File: config.mk
export PLATFORM = sky130hd
export DESIGN_NAME = mux_arbiter4_flat
export DESIGN_NICKNAME = d
export VERILOG_FILES = /design/src/rtl/mux_arbiter4_pkg.sv /design/src/rtl/mux_arbiter4_if.sv /design/src/rtl/mux_arbiter4_rr_pick4.sv /design/src/rtl/mux_arbiter4.sv /design/src/flat_wrapper.sv
export SDC_FILE = /design/constraint.sdc
export NUM_CORES = 1
export LEC_CHECK = 0
export CAP_MARGIN = 20
export CORE_MARGIN = 4
export CORE_UTILIZATION = 38
export DETAILED_ROUTE_END_ITERATION = 10
export DONT_BUFFER_PORTS = 1
export PLACE_DENSITY = 0.6
export SYNTH_ARGS = -nofsm -noshare
export SYNTH_HDL_FRONTEND = slang
export SYNTH_SLANG_ARGS = --single-unit
File: constraint.sdc
create_clock -name clock -period 1.5 [get_ports clock]
set_input_delay 0.15 -clock clock [delete_from_list [all_inputs] [get_ports clock]]
set_output_delay 0.15 -clock clock [all_outputs]
set_load 0.02 [all_outputs]
File: src/rtl/mux_arbiter4_pkg.sv
// Shared constants, state encoding and helpers for the four-way round-robin
// arbiter that drives the select of a registered 4-input multiplexer.
package mux_arbiter4_pkg;

  localparam int NUM_REQ = 4;
  localparam int SEL_W   = 2;

  typedef enum logic {
    IDLE  = 1'b0,
    GRANT = 1'b1
  } state_t;

  function automatic logic [NUM_REQ-1:0] onehot(input logic [SEL_W-1:0] idx);
    logic [NUM_REQ-1:0] vec;
    vec      = '0;
    vec[idx] = 1'b1;
    return vec;
  endfunction

endpackage

File: src/rtl/mux_arbiter4_if.sv
// Requester/arbiter bundle: request lines in, select/grant/status out.
interface mux_arbiter4_if;
  import mux_arbiter4_pkg::*;

  logic [NUM_REQ-1:0] req;
  logic [SEL_W-1:0]   control;
  logic [NUM_REQ-1:0] grant;
  logic               busy;
  logic               bus_valid;

  modport master (
    input  req,
    output control,
    output grant,
    output busy,
    output bus_valid
  );

  modport slave (
    output req,
    input  control,
    input  grant,
    input  busy,
    input  bus_valid
  );

endinterface

File: src/rtl/mux_arbiter4_rr_pick4.sv
// Round-robin search: first requester strictly after 'last', wrapping, with
// 'last' itself tried at the very end.
module rr_pick4
  import mux_arbiter4_pkg::*;
(
  input  logic [NUM_REQ-1:0] req,
  input  logic [SEL_W-1:0]   last,
  output logic [SEL_W-1:0]   idx,
  output logic               found
);

  logic [SEL_W-1:0] cand;

  always_comb begin
    // NOTE: every output of a combinational block gets a default before any
    // conditional assignment, otherwise synthesis infers a latch.
    idx   = '0;
    found = 1'b0;
    cand  = '0;
    for (int k = 1; k <= NUM_REQ; k++) begin
      cand = last + SEL_W'(k);
      if (!found && req[cand]) begin
        idx   = cand;
        found = 1'b1;
      end
    end
  end

endmodule

File: src/rtl/mux_arbiter4.sv
// Round-robin owner selection with bounded hold time; bus_valid trails busy
// by one cycle to line up with the multiplexer's registered output.
module mux_arbiter4
  import mux_arbiter4_pkg::*;
#(
  parameter int MAX_HOLD = 4
) (
  input  logic           clock,
  input  logic           reset_n,
  mux_arbiter4_if.master bus
);

  localparam int              HC_W     = $clog2(MAX_HOLD + 1);
  localparam logic [HC_W-1:0] HOLD_MAX = HC_W'(MAX_HOLD);
  localparam logic [HC_W-1:0] HOLD_ONE = HC_W'(1);

  state_t             state, state_next;
  logic [SEL_W-1:0]   owner, owner_next;
  logic [SEL_W-1:0]   last, last_next;
  logic [HC_W-1:0]    hold_cnt, hold_cnt_next;
  logic [NUM_REQ-1:0] grant, grant_next;
  logic [SEL_W-1:0]   control, control_next;
  logic               busy, busy_next;
  logic               bus_valid;

  logic [SEL_W-1:0]   pick_idx;
  logic               pick_found;
  logic               others;
  logic               take;

  rr_pick4 u_pick (
    .req   (bus.req),
    .last  (last),
    .idx   (pick_idx),
    .found (pick_found)
  );

  assign others = |(bus.req & ~onehot(owner));

  always_comb begin
    state_next    = state;
    owner_next    = owner;
    last_next     = last;
    hold_cnt_next = hold_cnt;
    grant_next    = grant;
    control_next  = control;
    busy_next     = busy;
    take          = 1'b0;

    unique case (state)
      IDLE: begin
        take = pick_found;
      end
      GRANT: begin
        if (!bus.req[owner]) begin
          if (pick_found) begin
            take = 1'b1;
          end else begin
            // control deliberately keeps the last owner's index
            state_next    = IDLE;
            grant_next    = '0;
            busy_next     = 1'b0;
            hold_cnt_next = '0;
          end
        end else if (hold_cnt == HOLD_MAX && others) begin
          take = 1'b1;
        end else if (hold_cnt != HOLD_MAX) begin
          hold_cnt_next = hold_cnt + HOLD_ONE;
        end
      end
      default: state_next = IDLE;
    endcase

    if (take) begin
      state_next    = GRANT;
      owner_next    = pick_idx;
      last_next     = pick_idx;
      control_next  = pick_idx;
      grant_next    = onehot(pick_idx);
      busy_next     = 1'b1;
      hold_cnt_next = HOLD_ONE;
    end
  end

  always_ff @(posedge clock) begin
    // NOTE: state registers use non-blocking assignments so every flop
    // samples pre-edge values regardless of statement order.
    if (!reset_n) begin
      state     <= IDLE;
      owner     <= '0;
      last      <= SEL_W'(NUM_REQ - 1);
      hold_cnt  <= '0;
      grant     <= '0;
      control   <= '0;
      busy      <= 1'b0;
      bus_valid <= 1'b0;
    end else begin
      state     <= state_next;
      owner     <= owner_next;
      last      <= last_next;
      hold_cnt  <= hold_cnt_next;
      grant     <= grant_next;
      control   <= control_next;
      busy      <= busy_next;
      bus_valid <= busy;
    end
  end

  assign bus.grant     = grant;
  assign bus.control   = control;
  assign bus.busy      = busy;
  assign bus.bus_valid = bus_valid;

endmodule

File: src/flat_wrapper.sv
// flat-port wrapper written by rule: the top's interface ports become plain ports
module mux_arbiter4_flat import mux_arbiter4_pkg::*;
#(
  parameter int MAX_HOLD = 4
)
  (clock, reset_n, bus_req, bus_control, bus_grant, bus_busy, bus_bus_valid);
  mux_arbiter4_if bus_i ();
  input  logic clock;
  input  logic reset_n;
  input wire logic [$bits(bus_i.req)-1:0] bus_req;
  output wire logic [$bits(bus_i.control)-1:0] bus_control;
  output wire logic [$bits(bus_i.grant)-1:0] bus_grant;
  output wire logic [$bits(bus_i.busy)-1:0] bus_busy;
  output wire logic [$bits(bus_i.bus_valid)-1:0] bus_bus_valid;
  assign bus_i.req = bus_req;
  assign bus_control = bus_i.control;
  assign bus_grant = bus_i.grant;
  assign bus_busy = bus_i.busy;
  assign bus_bus_valid = bus_i.bus_valid;
  mux_arbiter4 #(.MAX_HOLD(MAX_HOLD)) u_core (.clock(clock), .reset_n(reset_n), .bus(bus_i));
endmodule
Word-level counts from Yosys, hierarchy flattened
Cells that the tools add are included.

Add/subtract/negate cells: 4. Magnitude comparators: 8. Eq/ne operators: 10. Mux-type cells: 43. Bitwise logic cells: 4. Reduce and logical (&&, ||, !) cells: 15.

Operator list (count): 1-bit two-way mux (23); 2-bit by 3-bit less-than comparator with 1-bit output (second input constant) (6); 4-bit two-way mux (4); 3-bit two-way mux (4); 1-bit binary-select mux with 2-bit select (5); 2-bit two-way mux (4); 2-bit != test (second input constant) (4); 4-bit AND reduction (2); 1-bit logical AND (6); 3-bit by 2-bit != test with 1-bit output (second input constant) (2); 3-bit != test (second input constant) (2); 2-bit adder (second input constant) (2); 4-bit bitwise AND (1); 1-bit demux with 2-bit select (2); 2-bit by 1-bit >= comparator with 1-bit output (second input constant) (2); 4-bit inverter (1); 4-bit OR reduction (1); 3-bit by 1-bit adder with 3-bit output (second input constant) (1); 3-bit == test (second input constant) (1); 1-bit logical NOT (3); 3-bit AND reduction (1); 2-bit by 1-bit adder with 2-bit output (second input constant) (1); 2-bit by 1-bit != test with 1-bit output (second input constant) (1); 1-bit inverter (2); 3 further kinds (3).

Flip-flop bits (word level): 14. Input port bits: 6. Output and inout port bits: 8. Word-level logic and storage cells: 92.

Logic depth before layout (Yosys ltp)
Gate-level depths: netlist of run 1.

Depth after elaboration: 18. Gate-level depth with buffers: 7. Gate-level depth less buffers: 7.

Modules after synthesis
Synthesis of run 1 repeated with hierarchy kept, for this count alone.

Cells, all modules: 104. Area total of the unflattened synthesis: 872.1 um^2.

By module, submodules not included: mux_arbiter4 (times used 1, cells an instance 90, area an instance 780.7 um^2, seq. area each 280.3 um^2); rr_pick4 (times used 1, cells an instance 14, area an instance 91.3 um^2, seq. area each 0.0 um^2).

Worst setup path before layout of run 1
Ideal clock, no wire load.

Path type: register to register. From: register u_core.owner[0]. To: register u_core.grant[1] (netlist: u_core.bus.grant[1]). Setup time: 59 ps. Arrival: 1725 ps. Data required time: 1441 ps. Path slack: -284 ps. Stages on the path, launching flop included: 5. Path buffers: 0. Clock period less this slack: 1784 ps. Cell sequence: dfxtp_1 -> mux4_2 -> and2_4 -> a2111oi_4 -> a31o_1.

Longest elaborated chain between the ends: 13. Elaborated cells on any way between the ends: 19. Those cells by class: 2 x order compare; 2 x eq/ne; 8 x mux; 2 x bitwise; 5 x reduce/logical.

Ends and longest elaborated chain: start, declared (RTL line mux_arbiter4.sv:18) `logic [SEL_W-1:0] owner, owner_next;`; start signal, assigned (RTL line mux_arbiter4.sv:99) `owner <= owner_next;`; 2-bit by 3-bit less-than comparator with 1-bit output (not written as such) / 2-bit by 1-bit >= comparator with 1-bit output (equally long branches) (RTL line mux_arbiter4_pkg.sv:16) `vec[idx] = 1'b1;`; 1-bit logical AND (not written as such) (RTL line mux_arbiter4_pkg.sv:16); 1-bit two-way mux (not written as such) (RTL line mux_arbiter4_pkg.sv:16); 1-bit demux with 2-bit select; 4-bit inverter (RTL line mux_arbiter4.sv:38) `assign others = |(bus.req & ~onehot(owner));`; 4-bit bitwise AND (RTL line mux_arbiter4.sv:38); 4-bit OR reduction (RTL line mux_arbiter4.sv:38); 1-bit logical AND (RTL line mux_arbiter4.sv:65) `end else if (hold_cnt == HOLD_MAX && others) begin`; 1-bit two-way mux (RTL line mux_arbiter4.sv:65); 1-bit two-way mux (RTL line mux_arbiter4.sv:55) `if (!bus.req[owner]) begin`; 1-bit one-hot mux with 2 select lines (RTL line mux_arbiter4.sv:50) `unique case (state)`; 2-bit != test (no line), or another cell as far along; 3-bit AND reduction (no line); end signal, assigned (RTL line mux_arbiter4.sv:102) `grant <= grant_next;`; end, declared (RTL line mux_arbiter4.sv:21) `logic [NUM_REQ-1:0] grant, grant_next;`.

Parallel ways exist; a longest one is shown, timed or not. The select of a mux whose other input is x is not followed. A chain may end at the register's enable or synchronous reset.

Worst setup path in the final report of run 1
From: register u_core.owner[0]. To: register u_core.grant[0] (netlist: u_core.bus.grant[0]).

The elaborated chain is that of the path after synthesis.

==> key figures, run 1 <==
Power and ir drop
  • Maximum VDD drop: about 0.73 mV
  • Cell Pwr Density: 953 nW/um2
  • Leak: around 0.00043 uW
  • Tot Pwr: ~1000 uW

Final layout
  • Post-route design area: around 1100 um2
  • Final core occ: 55.1%
  • Share of post-route cells with drive strength above 1: a little over a third
  • Layout Nets: 122
  • P&R area growth vs syn: 35.0%
  • Fillers: 167
  • Post-route non-filler standard cell count: 140
  • Diodes inserted: 0

Global route
  • Vias in the first global route: between 700 and 800
  • Total global routing overflow: 0
  • Global-route wire length before repair: 3.43 mm
  • Overall routing resource usage: between 10% and 20%
  • Initial antenna violation count: 0
  • Largest net degree at the start of global routing: 10

Place
  • HPWL Detailed: around 1.4 mm
  • Dpl cell area: about 950 um2
  • Final Wtd Congestion: a little under 0.9
  • Place WS: -0.148 ns
  • Port Buf Inserts: 0
  • Placed insts: 130

Die
  • Num ports: 14
  • Num rows: 16
  • Die H: between 50 and 60 um
  • Initial Utilization: 40.8%
  • Die area: about 2900 um2
  • Die width: about 54 um
  • Core Region: between 1500 and 2000 um2

Timing
  • Endpoints failing setup: 12
  • Fin. Hold Viols: 0
  • Worst-Margin Slew: between 0.3 and 0.4 ns
  • Crit share post-route: 109%
  • Final max-slew violation count: 0
  • RSZ-0062 raised after global routing: yes
  • Final min period: between 1.5 and 2 ns
  • Slew margin rel.: roughly three quarters
  • Setup ws final: -0.139 ns
  • Layout Skew: approximately 0.0066 ns
  • Fmax: 610 MHz

CTS
  • Clk_lat worst skew: approximately 0.28 ns
  • CTS tree: done
  • Num CTS Buffers: 3
  • Clock Path Buffers: 2
  • Root Driver: clkbuf_4
  • Reg clk slew, reported paths: around 0.080 ns
  • Sink Count: 14
  • Htree depth: 1

Worst setup path
  • Critical Path AT: between 1.5 and 2 ns
  • Setup CP Type: register to register
  • Worst Setup End Kind: register
  • Crit path max fanout: 4
  • Worst Path Required: 1.68 ns
  • Number of cells on the worst reg-to-reg path: 5
  • Critical path launch point type: register

Yosys
  • Synth warn: 0
  • Cell variety after synth: 36
  • Largest area contributor in the netlist: dfxtp_1
  • Avg Cell Area, Syn: about 8.8 um2
  • Netlist Area Pre-Place: 808 um2
  • Syn Inst Count: 92
  • Top post-synthesis cells by area: dfxtp_1, mux2i_1, o21ai_0, nand2_1, nand3_1
  • Register area share after synthesis: roughly a third
  • Syn_nets: 100
  • Post-synth top area share: between 30% and 40%
  • #FFs+latches synth: 14

Drt
  • Router iterations before antenna repair: 4
  • Routed wl met3: roughly 75 um
  • Top Layer Used: met4
  • Via count: 793
  • Drt drc: 0
  • Detailed Route Iter0 Violations: 16
  • WL met1: roughly 920 um
  • Antenna viol nets, final: 0
  • Drt wl/cell: 15.3 um
  • Vias/cell: between 5 and 6
  • Final WL: around 2.1 mm
  • Routed wl met2: ~1.1 mm

Worst hold path
  • Hold/Removal Path Class: primary input to register
  • Hold Crit Depth: 2

Status
  • Failing checks: negative setup slack
  • Status: finished with violations

Flow run
  • Max_cap viols: 0
timing repair:
action / CTS / global route
hold buffers: 2 / 1
setup endpoints to repair: 10 / 12
resized for setup: 13 / 4
cloned: 0 / 0
buffers inserted: 1 / 2
endpoints found under the hold margin: 4 / 1
pin swaps: 3 / 2
sequential cells by signal, summed over array words and instances, names as in the netlist:
register / flops
u_core.bus.busy: 1
u_core.bus.grant: 4
u_core.bus.bus_valid: 1
u_core.hold_cnt: 3
u_core.owner: 2
u_core.last: 2
u_core.state: 1
synth_stat cells:
library cell / number
a22o_1: 1
nor2_2: 1
or3_1: 1
a21oi_1: 3
o32ai_1: 1
o211a_1: 1
a211oi_1: 2
and3_1: 3
nor4_2: 1
a2111oi_4: 1
a31oi_1: 1
nor3_1: 2
a2111oi_0: 1
a22oi_1: 1
and2_1: 2
a211oi_2: 1
o21ai_0: 8
a21o_1: 1
dfxtp_1: 14
buf_6: 1
and2_4: 1
ha_1: 2
clkbuf_1: 2
nand4b_1: 2
o221a_2: 1
nand3b_1: 1
nor2b_1: 2
o22ai_1: 1
nor2_1: 4
mux2i_1: 4
nand2_1: 10
nand3_1: 7
mux4_2: 1
o21ai_2: 1
inv_1: 5
a31o_1: 1
worst max-delay path, stage by stage, from the launching register on:
cell     delay, ns
dfxtp_4       0.38
mux4_2        0.53
and2_4        0.20
nor2_4        0.13
o21ai_4       0.08
o32ai_2       0.22
kinds of logic (layout without fill, tap and decap cells):
group / count (synthesis) / count (layout) / synth area share (%)
mux: 5 / 5 / 7.74
simple gates: 37 / 37 / 24.8
fa+ha+maj: 2 / 2 / 3.10
flops: 14 / 14 / 34.7
compound gates: 26 / 26 / 25.1
buf+inv: 8 / 29 / 4.64
placed cells by master (no fill, tap or decap), drive strengths merged:
cell         instances
a2111oi              2
a211oi               3
a21o                 1
a21oi                3
a22o                 1
a22oi                1
a31o                 1
a31oi                1
and2                 3
and3                 3
buf                 17
clkbuf               4
dfxtp               14
dlygate4sd3          3
ha                   2
inv                  5
mux2i                4
mux4                 1
nand2               10
nand3                7
nand3b               1
nand4b               2
nor2                 5
nor2b                2
nor3                 2
nor4                 1
o211a                1
o21ai                9
o221a                1
o22ai                1
o32ai                1
or3                  1
power breakdown:
part           switching, uW  internal, uW  total, uW
logic                    144           151        295
clock network            126           148        273
registers               60.4           411        471
stage by stage:
| stage | setup TNS, ns | hold WS, ns |
|---|---|---|
| 2_1_floorplan | -0.312 | 0.295 |
| 3_3_place_gp | -0.660 | 0.230 |
| 3_5_place_dp | -0.716 | 0.241 |
| 4_1_cts | -0.778 | 0.00592 |
| 5_1_grt | -1.82 | 0.00679 |
| 6_report | -0.953 | 0.0168 |
metal layers:
metal  vias to the layer above  track usage [%]
met1                       392             19.9
li1                        386                -
met4                         0             3.73
met3                         2             5.26
met2                        13             27.7
met5                         -                0
worst paths after layout:
kind / startpoint / to / slack (ns)
setup / recovery: u_core.owner[0]$_SDFFE_PN0P_ / u_core.bus.grant[0]$_SDFFE_PN0P_ / -0.14
hold / removal: reset_n / u_core.bus.grant[2]$_SDFFE_PN0P_ / 0.02
setup reg to reg: u_core.owner[0]$_SDFFE_PN0P_ / u_core.bus.grant[0]$_SDFFE_PN0P_ / -0.14
hold reg to reg: u_core.bus.grant[2]$_SDFFE_PN0P_ / u_core.bus.grant[2]$_SDFFE_PN0P_ / 0.57
layout make-up:
type / instances / area (um2) / area share [%]
Multi-Input combinational cell: 70 / 553 / 50.7
Clock buffer: 4 / 36.3 / 3.33
Timing Repair Buffer: 20 / 161 / 14.8
Inverter: 5 / 18.8 / 1.72
Sequential cell: 14 / 288 / 26.4
Tap cell: 27 / 33.8 / 3.10
(Power assumes the default switching activity.)
==> inputs of run 2 (changes only) <==
PLACE_DENSITY = 0.58   (was 0.6)
clock period = 1.7 ns   (was 1.5 ns; I/O delays follow)
==> run 2 against run 1 <==
Compared with the run above: the flow now finishes without violations; first-iteration DRC count shrank 19%; largest power group unchanged; sequential cell count is the same; non-clock buffer count shrank 10; worst hold slack gained 0.0085 ns; via count shrank 9.0%; core utilization shrank 7.8 points; worst setup slack gained 0.20 ns; combinational power shrank 31%; routed wire length shrank 12%; highest routed layer is now met3; global-route usage shrank 1.5 points.
==> key figures, run 2 (synthesis results as in run 1) <==
Global route
  • Largest net degree at the start of global routing: 13 (was 10)
  • Total global routing overflow: 0 (unchanged)
  • Vias in the first global route: 636 (was 726)
  • Global-route wire length before repair: 3.10 mm (was 3.43 mm)
  • Overall routing resource usage: 14.8% (was 16.4%)
  • Initial antenna violation count: 0 (unchanged)

Timing
  • Slew margin rel.: 66.5% (was 74.7%)
  • Fin. Hold Viols: 0 (unchanged)
  • Final hold slack: 0.0253 ns (was 0.0168 ns)
  • Worst-Margin Slew: 0.502 ns (was 0.378 ns)
  • Setup TNS: 0 ns (was -0.953 ns)
  • Final min period: 1.64 ns (about the same)
  • Fmax: 610 MHz (about the same)
  • Endpoints failing setup: 0 (was 12)
  • Final max-slew violation count: 0 (unchanged)
  • Setup ws final: 0.0604 ns (was -0.139 ns)
  • Crit share post-route: 96.4% (was 109%)
  • Layout Skew: 0.00239 ns (was 0.00662 ns)

CTS
  • Clock Path Buffers: 2 (unchanged)
  • Root Driver: clkbuf_4 (unchanged)
  • Reg clk slew, reported paths: 0.08 ns (about the same)
  • Htree depth: 1 (unchanged)
  • Num CTS Buffers: 3 (unchanged)
  • CTS tree: done (unchanged)
  • Sink Count: 14 (unchanged)
  • Clk_lat worst skew: 0.27 ns (was 0.28 ns)

Place
  • Port Buf Inserts: 0 (unchanged)
  • Final Wtd Congestion: 0.772 (was 0.870)
  • HPWL Detailed: 1.46 mm (was 1.40 mm)
  • Dpl cell area: 892 um2 (was 947 um2)
  • Place WS: 0.0185 ns (was -0.148 ns)

Worst setup path
  • Critical Path Stages: 6 (was 5)
  • Worst r2r src: u_core.hold_cnt[0]$_SDFFE_PN0P_ (was u_core.owner[0]$_SDFFE_PN0P_)
  • Crit-path slowest cell: or3_1 (was mux4_2)
  • Crit path max fanout: 3 (was 4)
  • Worst-path cell chain: inv_1 -> ha_1 -> and2_1 -> and3_4 -> or3_1 -> a21o_1 (was mux4_2 -> and2_4 -> nor2_4 -> o21ai_4 -> o32ai_2)
  • Critical path launch point type: register (unchanged)
  • RR Endpoint: u_core.last[0]$_SDFFE_PN1P_ (was u_core.bus.grant[0]$_SDFFE_PN0P_)
  • Max incr delay on CP: 0.35 ns (was 0.53 ns)
  • Setup CP Type: register to register (unchanged)
  • Worst Path Required: 1.87 ns (was 1.68 ns)
  • Crit path max-delay family: simple AND/OR/NAND/NOR gates (was multiplexers)
  • Worst Setup End Kind: register (unchanged)
  • R2r setup slk: 0.06 ns (was -0.14 ns)
  • Critical Path AT: 1.81 ns (was 1.82 ns)
  • Number of cells on the worst reg-to-reg path: 6 (was 5)
  • Critical path buffer and inverter count: 1 (was 0)

Power and ir drop
  • Internal power: 545 uW (was 709 uW)
  • Leak: 0.000366 uW (was 0.000432 uW)
  • Comb pwr share: 25.5% (was 28.3%)
  • Clk pwr share: 22.7% (was 26.3%)
  • Sw Share: 31.7% (about the same)
  • Sw power: 253 uW (was 330 uW)
  • Seq pwr share: 51.8% (was 45.4%)
  • Maximum VDD drop: 0.766 mV (was 0.727 mV)
  • Cell Pwr Density: 853 nW/um2 (was 953 nW/um2)

Final layout
  • P&R area growth vs syn: 15.8% (was 35.0%)
  • Largest regs: u_core.bus.grant x4, u_core.hold_cnt x3 (unchanged)
  • Final core occ: 47.2% (was 55.1%)
  • Most frequent cells in the layout: nand2_1, dfxtp_1, buf_4 (was buf_4, dfxtp_1, nand2_1)
  • Number of flip-flops under the largest register name: 4 (unchanged)
  • Diodes inserted: 0 (unchanged)
  • Largest register by flop count: u_core.bus.grant (unchanged)
  • Share of post-route cells with drive strength above 1: 24.5% (was 35.4%)
  • Layout Nets: 112 (was 122)
  • Post-route design area: 936 um2 (was 1090 um2)

Worst hold path
  • Hold Crit Depth: 1 (was 2)
  • End of the worst hold path: u_core.owner[0]$_SDFFE_PN0P_ (was u_core.bus.grant[2]$_SDFFE_PN0P_)
  • HP Start: reset_n (unchanged)
  • Hold/Removal Path Class: primary input to register (unchanged)

Drt
  • Vias/cell: 5.60 (was 5.66)
  • Detailed Route Iter0 Violations: 13 (was 16)
  • Final WL: 1.89 mm (was 2.14 mm)
  • Drt drc: 0 (unchanged)
  • Via count: 722 (was 793)
  • Router iterations before antenna repair: 4 (unchanged)
  • Drt wl/cell: 14.6 um (was 15.3 um)
  • Antenna viol nets, final: 0 (unchanged)

Die
  • Num rows: 16 (unchanged)
  • Die area: 2930 um2 (unchanged)
  • Die width: 54.1 um (unchanged)
  • Core Region: 1980 um2 (unchanged)
  • Num ports: 14 (unchanged)
  • Initial Utilization: 40.8% (unchanged)
  • Die H: 54.1 um (unchanged)

Flow run
  • Max_cap viols: 0 (unchanged)

Status
  • Status: completed (was finished with violations)
run 2: cell count changes in the layout (fill, tap and decap cells not counted), sizes merged:
cell and change:
buf -8, clkbuf -1, dlygate4sd3 -2
run 2: per-stage QoR:
| step | std cells | total power (uW) |
|---|---|---|
| 2_1_floorplan | 92 | 563 |
| 3_3_place_gp | 125 | 616 |
| 3_5_place_dp | 125 | 621 |
| 4_1_cts | 129 | 804 |
| 5_1_grt | 129 | 852 |
| 6_report | 129 | 798 |
run 2: cell type report:
cell class | instances | area (um2)
Fill cell | 202 | 1050
Multi-Input combinational cell | 70 | 495
Sequential cell | 14 | 288
Timing Repair Buffer | 10 | 77.6
Tap cell | 27 | 33.8
Clock buffer | 3 | 22.5
Inverter | 5 | 18.8
run 2: worst max path at each step:
stage	startpoint	endpoint	slack, ns
after floorplan	u_core.owner[1]$_SDFFE_PN0P_	u_core.last[0]$_SDFFE_PN1P_	0.02
after global placement	u_core.owner[0]$_SDFFE_PN0P_	u_core.last[0]$_SDFFE_PN1P_	0.04
after detailed placement	u_core.owner[0]$_SDFFE_PN0P_	u_core.last[0]$_SDFFE_PN1P_	0.02
after CTS	u_core.owner[1]$_SDFFE_PN0P_	u_core.last[0]$_SDFFE_PN1P_	0.001
after global routing	u_core.owner[1]$_SDFFE_PN0P_	u_core.last[0]$_SDFFE_PN1P_	-0.008
final	u_core.hold_cnt[0]$_SDFFE_PN0P_	u_core.last[0]$_SDFFE_PN1P_	0.06
run 2: power groups by stage:
stage	Clock, uW	Combinational [uW]	Sequential, uW
6_report	181	204	413
5_1_grt	209	223	419
4_1_cts	187	204	413
3_5_place_dp	0	200	421
3_3_place_gp	0	196	420
2_1_floorplan	0	143	420
run 2: timing repair:
item                                   in CTS  in global routing
setup endpoints to repair                   1                  6
pin swaps                                   0                  1
endpoints found under the hold margin       1                  0
gates resized for setup                     1                  5
cloned                                      0                  0
hold buffers                                1                  0
setup buffers                               0                  0
run 2: per-layer routing:
layer	vias to the layer above	track usage, %	wire length, um
met4	0	3.32	0
met1	348	19.1	837
li1	366	-	-
met5	-	0	0
met2	8	22.9	971
met3	0	6.09	80
run 2: worst reg2reg max path, delay by kind of cell, from the launching register on:
family,cells,cell delay (ns)
and+or+nand+nor,3,0.72
DFF,1,0.34
adders and majority gates,1,0.23
AOI/OAI and AO/OA,1,0.19
buffers and inverters,1,0.05
==> inputs of run 3 (changes only) <==
SKIP_LAST_GASP = 1   (was default)
==> results of run 3 <==
Same layout as run 2: the final DEF is identical, and so are final timing and power.
